`src/rtl/uart_rx_oversampled.sv`:
```
// uart_rx_oversampled: 16x oversampled serial receiver for 8N1-style frames.
// A 2-flop synchroniser feeds a start/data/stop FSM. Each data and stop bit is
// decided by a 3-sample majority vote. A stop bit sampled low raises a framing
// error, and also raises break when every data bit was zero. After a framing
// error the FSM waits for the line to return high before it looks for a new
// start bit, so a line held low cannot retrigger frames.
module uart_rx_oversampled #(
  parameter int DBIT    = 8,
  parameter int SB_TICK = 16
) (
  input  logic            i_clk,
  input  logic            i_reset,
  input  logic            i_s_tick,
  input  logic            i_rx,
  output logic [DBIT-1:0] o_dout,
  output logic            o_rx_done_tick,
  output logic            o_frame_err,
  output logic            o_break,
  output logic            o_busy
);

  localparam int SW = $clog2(SB_TICK);
  localparam int NW = $clog2(DBIT + 1);

  localparam logic [SW-1:0] S_MID = SW'(7);
  localparam logic [SW-1:0] S_S0  = SW'(13);
  localparam logic [SW-1:0] S_S1  = SW'(14);
  localparam logic [SW-1:0] S_S2  = SW'(15);
  localparam logic [SW-1:0] S_END = SW'(SB_TICK - 1);
  localparam logic [NW-1:0] N_LAST = NW'(DBIT - 1);

  typedef enum logic [2:0] {
    IDLE,
    START,
    DATA,
    STOP,
    WAIT_IDLE
  } state_t;

  state_t          state;
  logic            rx_meta;
  logic            rx_s;
  logic [SW-1:0]   s_cnt;
  logic [NW-1:0]   n_cnt;
  logic [DBIT-1:0] sreg;
  logic [1:0]      smp;
  logic            stop_bit;
  logic            maj3;
  logic            stop_ok;

  // Two-flop synchroniser; resets to the idle (high) line level.
  always_ff @(posedge i_clk or negedge i_reset) begin
    if (!i_reset) begin
      rx_meta <= 1'b1;
      rx_s    <= 1'b1;
    end else begin
      rx_meta <= i_rx;
      rx_s    <= rx_meta;
    end
  end

  // Majority of the samples taken at s_cnt 13 and 14 and the live sample at 15.
  // With more than 16 stop ticks, the vote is held in stop_bit until the
  // stop state ends.
  always_comb begin
    maj3    = (smp[0] & smp[1]) | (smp[0] & rx_s) | (smp[1] & rx_s);
    stop_ok = (s_cnt == S_S2) ? maj3 : stop_bit;
  end

  // Receive FSM. Counters move only on tick cycles. The idle and wait-idle
  // exits do not need a tick. All outputs are registered.
  always_ff @(posedge i_clk or negedge i_reset) begin
    if (!i_reset) begin
      state          <= IDLE;
      s_cnt          <= '0;
      n_cnt          <= '0;
      sreg           <= '0;
      smp            <= '0;
      stop_bit       <= 1'b0;
      o_dout         <= '0;
      o_rx_done_tick <= 1'b0;
      o_frame_err    <= 1'b0;
      o_break        <= 1'b0;
      o_busy         <= 1'b0;
    end else begin
      o_rx_done_tick <= 1'b0;
      o_frame_err    <= 1'b0;
      o_break        <= 1'b0;
      case (state)
        IDLE: begin
          if (!rx_s) begin
            state  <= START;
            s_cnt  <= '0;
            o_busy <= 1'b1;
          end
        end
        START: begin
          if (i_s_tick) begin
            if (s_cnt == S_MID) begin
              if (rx_s) begin
                state  <= IDLE;
                o_busy <= 1'b0;
              end else begin
                state <= DATA;
                s_cnt <= '0;
                n_cnt <= '0;
              end
            end else begin
              s_cnt <= s_cnt + 1'b1;
            end
          end
        end
        DATA: begin
          if (i_s_tick) begin
            if (s_cnt == S_S0) smp[0] <= rx_s;
            if (s_cnt == S_S1) smp[1] <= rx_s;
            if (s_cnt == S_S2) begin
              // LSB arrives first, so each new bit enters at the MSB.
              sreg  <= DBIT'({maj3, sreg} >> 1);
              s_cnt <= '0;
              n_cnt <= n_cnt + 1'b1;
              if (n_cnt == N_LAST) state <= STOP;
            end else begin
              s_cnt <= s_cnt + 1'b1;
            end
          end
        end
        STOP: begin
          if (i_s_tick) begin
            if (s_cnt == S_S0) smp[0]   <= rx_s;
            if (s_cnt == S_S1) smp[1]   <= rx_s;
            if (s_cnt == S_S2) stop_bit <= maj3;
            if (s_cnt == S_END) begin
              s_cnt  <= '0;
              o_dout <= sreg;
              if (stop_ok) begin
                o_rx_done_tick <= 1'b1;
                state          <= IDLE;
                o_busy         <= 1'b0;
              end else begin
                o_frame_err <= 1'b1;
                o_break     <= (sreg == '0);
                state       <= WAIT_IDLE;
              end
            end else begin
              s_cnt <= s_cnt + 1'b1;
            end
          end
        end
        WAIT_IDLE: begin
          if (rx_s) begin
            state  <= IDLE;
            o_busy <= 1'b0;
          end
        end
        default: begin
          state  <= IDLE;
          o_busy <= 1'b0;
        end
      endcase
    end
  end

endmodule

```
`config.mk`:
```
export PLATFORM = sky130hd
export DESIGN_NAME = uart_rx_oversampled
export DESIGN_NICKNAME = d
export VERILOG_FILES = /design/src/rtl/uart_rx_oversampled.sv
export SDC_FILE = /design/constraint.sdc
export NUM_CORES = 1
export LEC_CHECK = 0
export BUFFER_PORTS_ARGS = -buffer_cell sky130_fd_sc_hd__buf_2
export CORE_UTILIZATION = 40
export DETAILED_ROUTE_END_ITERATION = 7
export GPL_ROUTABILITY_DRIVEN = 0
export PLACE_DENSITY = 0.69
export SETUP_SLACK_MARGIN = 0.1
export SYNTH_ARGS = -nofsm -noshare
export SYNTH_HDL_FRONTEND = slang
export SYNTH_SLANG_ARGS = --single-unit
```
`constraint.sdc`:
```
create_clock -name i_clk -period 2.2 [get_ports i_clk]
set_input_delay 0.11 -clock i_clk [delete_from_list [all_inputs] [get_ports i_clk]]
set_output_delay 0.11 -clock i_clk [all_outputs]
set_load 0.01 [all_outputs]
```
# Yosys cells after proc, flatten, opt, wreduce, memory -nomap -nowiden
# Cells that the tools add are included.
word_totals:
  regBits: 36
  in_bits: 4
  wordCells: 102
classes:
  add_sub_neg: 2
  n_eq_ne: 21
  n_mux: 45
  bitwise_logic: 6
  n_reduce_logical: 14
ops:
  columns: ["operator", "count"]
  rows:
  - ["4-bit two-way mux", 10]
  - ["3-bit two-way mux", 10]
  - ["2-bit != test (second input constant)", 11]
  - ["1-bit two-way mux", 20]
  - ["3-bit one-hot mux with 5 select lines", 1]
  - ["3-bit AND reduction", 5]
  - ["4-bit == test (second input constant)", 3]
  - ["4-bit one-hot mux with 3 select lines", 1]
  - ["9-bit AND reduction", 1]
  - ["4-bit by 1-bit adder with 4-bit output (second input constant)", 2]
  - ["4-bit by 3-bit == test with 1-bit output (second input constant)", 2]
  - ["8-bit logical NOT", 1]
  - ["4-bit one-hot mux with 2 select lines", 1]
  - ["7-bit AND reduction", 1]
  - ["3-bit by 2-bit == test with 1-bit output (second input constant)", 2]
  - ["6-bit AND reduction", 1]
  - ["1-bit one-hot mux with 5 select lines", 1]
  - ["1-bit AND", 3]
  - ["3-bit by 1-bit == test with 1-bit output (second input constant)", 1]
  - ["3-bit == test (second input constant)", 1]
  - ["3-bit logical NOT", 1]
  - ["3-bit nonzero test", 1]
  - ["2-bit two-way mux", 1]
  - ["2-bit by 1-bit != test with 1-bit output (second input constant)", 1]
  - ["5 further kinds", 6]

# Depth between registers and ports, before layout
logic_depth:
  ltp_word: 8
  mapped_depth: 6
  ltp_nobuf: 5

# Worst setup path before layout
# OpenSTA, ideal clock, no wires.
synth_path:
  path_type: "register to register"
  startpoint: "reg s_cnt[1]"
  endpoint: "reg sreg[0]"
  setup_ns: 0.125
  t_arrival_ns: 1.630
  t_required_ns: 2.075
  path_slack_ns: 0.445
  path_stages_with_launch: 6
  cell_sequence: "dfrtp_1 ha_1 nand4_4 or3_4 buf_6 mux2_4"
synth_between:
  elab_chain_len: 2
synth_rtl:
  columns: ["element", "line_no", "text"]
  rows:
  - ["from (decl)", "43", "logic [SW-1:0] s_cnt;"]
  - ["from (signal assigned)", "109", "s_cnt <= s_cnt + 1'b1;"]
  - ["from (signal assigned)", "124", "s_cnt <= s_cnt + 1'b1;"]
  - ["from (signal assigned)", "146", "s_cnt <= s_cnt + 1'b1;"]
  - ["4-bit == test", "117", "if (s_cnt == S_S2) begin"]
  - ["3-bit AND reduction (no source line)", null, null]
  - ["to (signal assigned)", "119", "sreg <= DBIT'({maj3, sreg} >> 1);"]
  - ["to (decl)", "45", "logic [DBIT-1:0] sreg;"]
# Every way passes these cells.
# A chain may end at the register's enable or synchronous reset.

# Worst setup path in the final report
layout_path:
  startpoint: "reg s_cnt[1]"
  endpoint: "reg sreg[4]"
# The elaborated chain is that of the path after synthesis.

==> flow_summary.json <==
{
  "ctsResizeCount": 0,
  "critPathArrivalTime_ps": 2030,
  "cts_root_buf": "clkbuf_8",
  "hold_viol_final": 0,
  "p_per_area_mw_per_mm2": 744,
  "worstMarginPinSlew_ps": 772,
  "placement_rows": 23,
  "slew_violations": 0,
  "yosys_warnings": 0,
  "tritoncts": "done",
  "endpoint": "sreg[4]",
  "firstDrtPassIters": 4,
  "yosysSeqAreaShare_pct": 52.2,
  "grt_use_total_pct": 16.2,
  "antenna_found_initial": 0,
  "n_antenna_cell": 0,
  "drc": 0,
  "relSlewSlack_pct": 48.5,
  "postCtsSetupBuffers": 0,
  "die_w_um": 67.8,
  "timing.reg2reg.setup_slack_ps": 350,
  "critPathLaunch": "s_cnt[1]",
  "port-buffer-count": 15,
  "finClkSkew_ps": 5.27,
  "cts.sinks": 36,
  "period_needed_ps": 1850,
  "cts.path.max_buffers": 2,
  "grt_pass1_wl_mm": 5.25,
  "routed_wl_mm": 3.15,
  "yosysUniqueCellTypes": 45,
  "crit_required_ps": 2380,
  "clkTransAtPathRegs_ps": 70,
  "layout_common_cells": "34 x dfrtp_1, 15 x buf_2, 13 x mux2_2",
  "yosysTopAreaCell": "dfrtp_1",
  "pre_cts_ws_ps": 367,
  "clock_latency_ps": 290,
  "synthTopCellsByArea": "dfrtp_1 49%, mux2_2 8.5%, mux2_4 5.2%, dfstp_2 3.0%, ha_1 2.9%",
  "r2r-end": "sreg[4]",
  "grt_pass1_vias": 1154,
  "status": "finished clean",
  "holdCritPathClass": "input port to flop",
  "critPathCaptureType": "flop",
  "reg2reg_from": "s_cnt[1]",
  "drtAntennaViolNets": 0,
  "io_pins": 16,
  "p_leak_nw": 0.957,
  "start_util_pct": 42.3,
  "crit_path_start_kind": "flop",
  "vdd_drop_max_uv": 513,
  "crit_fanout": 12,
  "die_area_mm2": 0.00459,
  "layout-drive-gt1-share_pct": 29.9,
  "cts_buffers": 5,
  "rsz0062_at_grt": "no",
  "wl_per_cell_um": 14.5,
  "syn-cell-area_mm2": 0.00173,
  "vias": 1175,
  "final_common_cell": "dfrtp_1",
  "drtIter0Drc": 23,
  "reg2reg_depth": 4,
  "area_growth_pct": 12.8,
  "syn-num-nets": 154,
  "synthFlopType": "dfrtp_1",
  "grt_max_degree": 37,
  "core-area_mm2": 0.00409,
  "fmax_mhz": 540,
  "die_h_um": 67.8,
  "viasPerCell": 5.41,
  "hold_buffers": 2,
  "postSynthCellCount": 146,
  "cts-htree-levels": 2,
  "finalCritPeriodShare_pct": 84.1,
  "drv_cap": 0,
  "setup_viol": 0,
  "synth-edff-count": 0,
  "grt_remaining_overflow": 0,
  "synth_top_area_share_pct": 49.2,
  "setup_ws_ps": 349,
  "syn_avg_cell_area_um2": 11.9,
  "dp_hpwl_mm": 2.14,
  "fin_tns_setup_ps": 0,
  "path_class": "flop to flop",
  "async_reset_ff_share_pct": 100,
  "synth-seq-cells": 36,
  "nets": 174
}
-- stage by stage --
| stage | cells | power [W] | utilization, % | cell area, um2 | hold slack (ps) |
|---|---|---|---|---|---|
| floorplan | 146 | 0.000947 | - | 1730 | -186 |
| global placement | 207 | 0.000996 | 45.2 | 1850 | 218 |
| detailed placement | 207 | 0.00100 | 45.2 | 1850 | 217 |
| CTS | 217 | 0.00147 | 47.8 | 1950 | 247 |
| global route | 217 | 0.00154 | 47.8 | 1950 | 303 |
| finish | 217 | 0.00145 | 47.8 | 1950 | 264 |
-- worst min path at each step --
stage | endpoint | depth (start not counted) | start
final | s_cnt[2] | 3 | i_s_tick
after global routing | o_frame_err | 3 | i_s_tick
after CTS | s_cnt[2] | 3 | i_s_tick
after detailed placement | rx_meta | 1 | i_rx
after global placement | s_cnt[0] | 1 | i_reset
after floorplan | n_cnt[0] | 0 | i_reset
-- cell families (layout without fill, tap and decap cells) --
group	count (synthesis)	count (layout)	share of synthesized area, %
mux	19	19	13.7
xor+xnor	3	3	1.52
compound gates	24	24	9.18
simple gates	48	48	17.0
buf+inv	11	32	2.96
flops	36	36	52.2
fa+ha+maj	5	5	3.47
-- synth_stat cells (3+ instances only) --
cell type and number:
a21oi_1 5, nor3_1 5, nand3b_1 3, mux2_2 13, o21ai_0 8, mux2_4 6, inv_1 6, ha_1 4
nand2_1 4, dfrtp_1 34, nand3_1 3, nor2_1 10, nor4_1 3
-- sequential cells by signal (all words and copies together) (netlist names) --
| register | count |
|---|---|
| o_frame_err | 1 |
| rx_meta | 1 |
| n_cnt | 4 |
| o_rx_done_tick | 1 |
| s_cnt | 4 |
| o_busy | 1 |
| sreg | 8 |
| o_dout | 8 |
| rx_s | 1 |
| smp | 2 |
| state | 3 |
| stop_bit | 1 |
| o_break | 1 |
-- worst max-delay path, stage by stage (launching register included) --
cell	delay (ps)
dfrtp_1	410
ha_1	310
nand4_4	180
or3_4	510
mux2_4	330
-- report_power, final --
| group | internal, W | switching [W] | leakage (nW) |
|---|---|---|---|
| Sequential | 0.000721 | 0.0000812 | 0.483 |
| Combinational | 0.0000899 | 0.000103 | 0.432 |
| Clock | 0.000226 | 0.000232 | 0.0424 |
-- per-layer routing --
layer	track usage [%]	part of all wire, %
met5	0	0
met4	11.2	2.4
met3	5.24	4.7
met2	23.3	46
met1	20.5	47
-- layout make-up --
| cell class | instances | area, um2 |
|---|---|---|
| multi-input combinational | 99 | 776 |
| tap | 50 | 62.6 |
| sequential | 36 | 903 |
| clock buffer | 7 | 76.3 |
| fill | 376 | 2130 |
| inverter | 6 | 22.5 |
| timing repair buffer | 18 | 103 |
| clock inverter | 1 | 8.76 |
No activity file was read; power rests on OpenSTA's default activity.
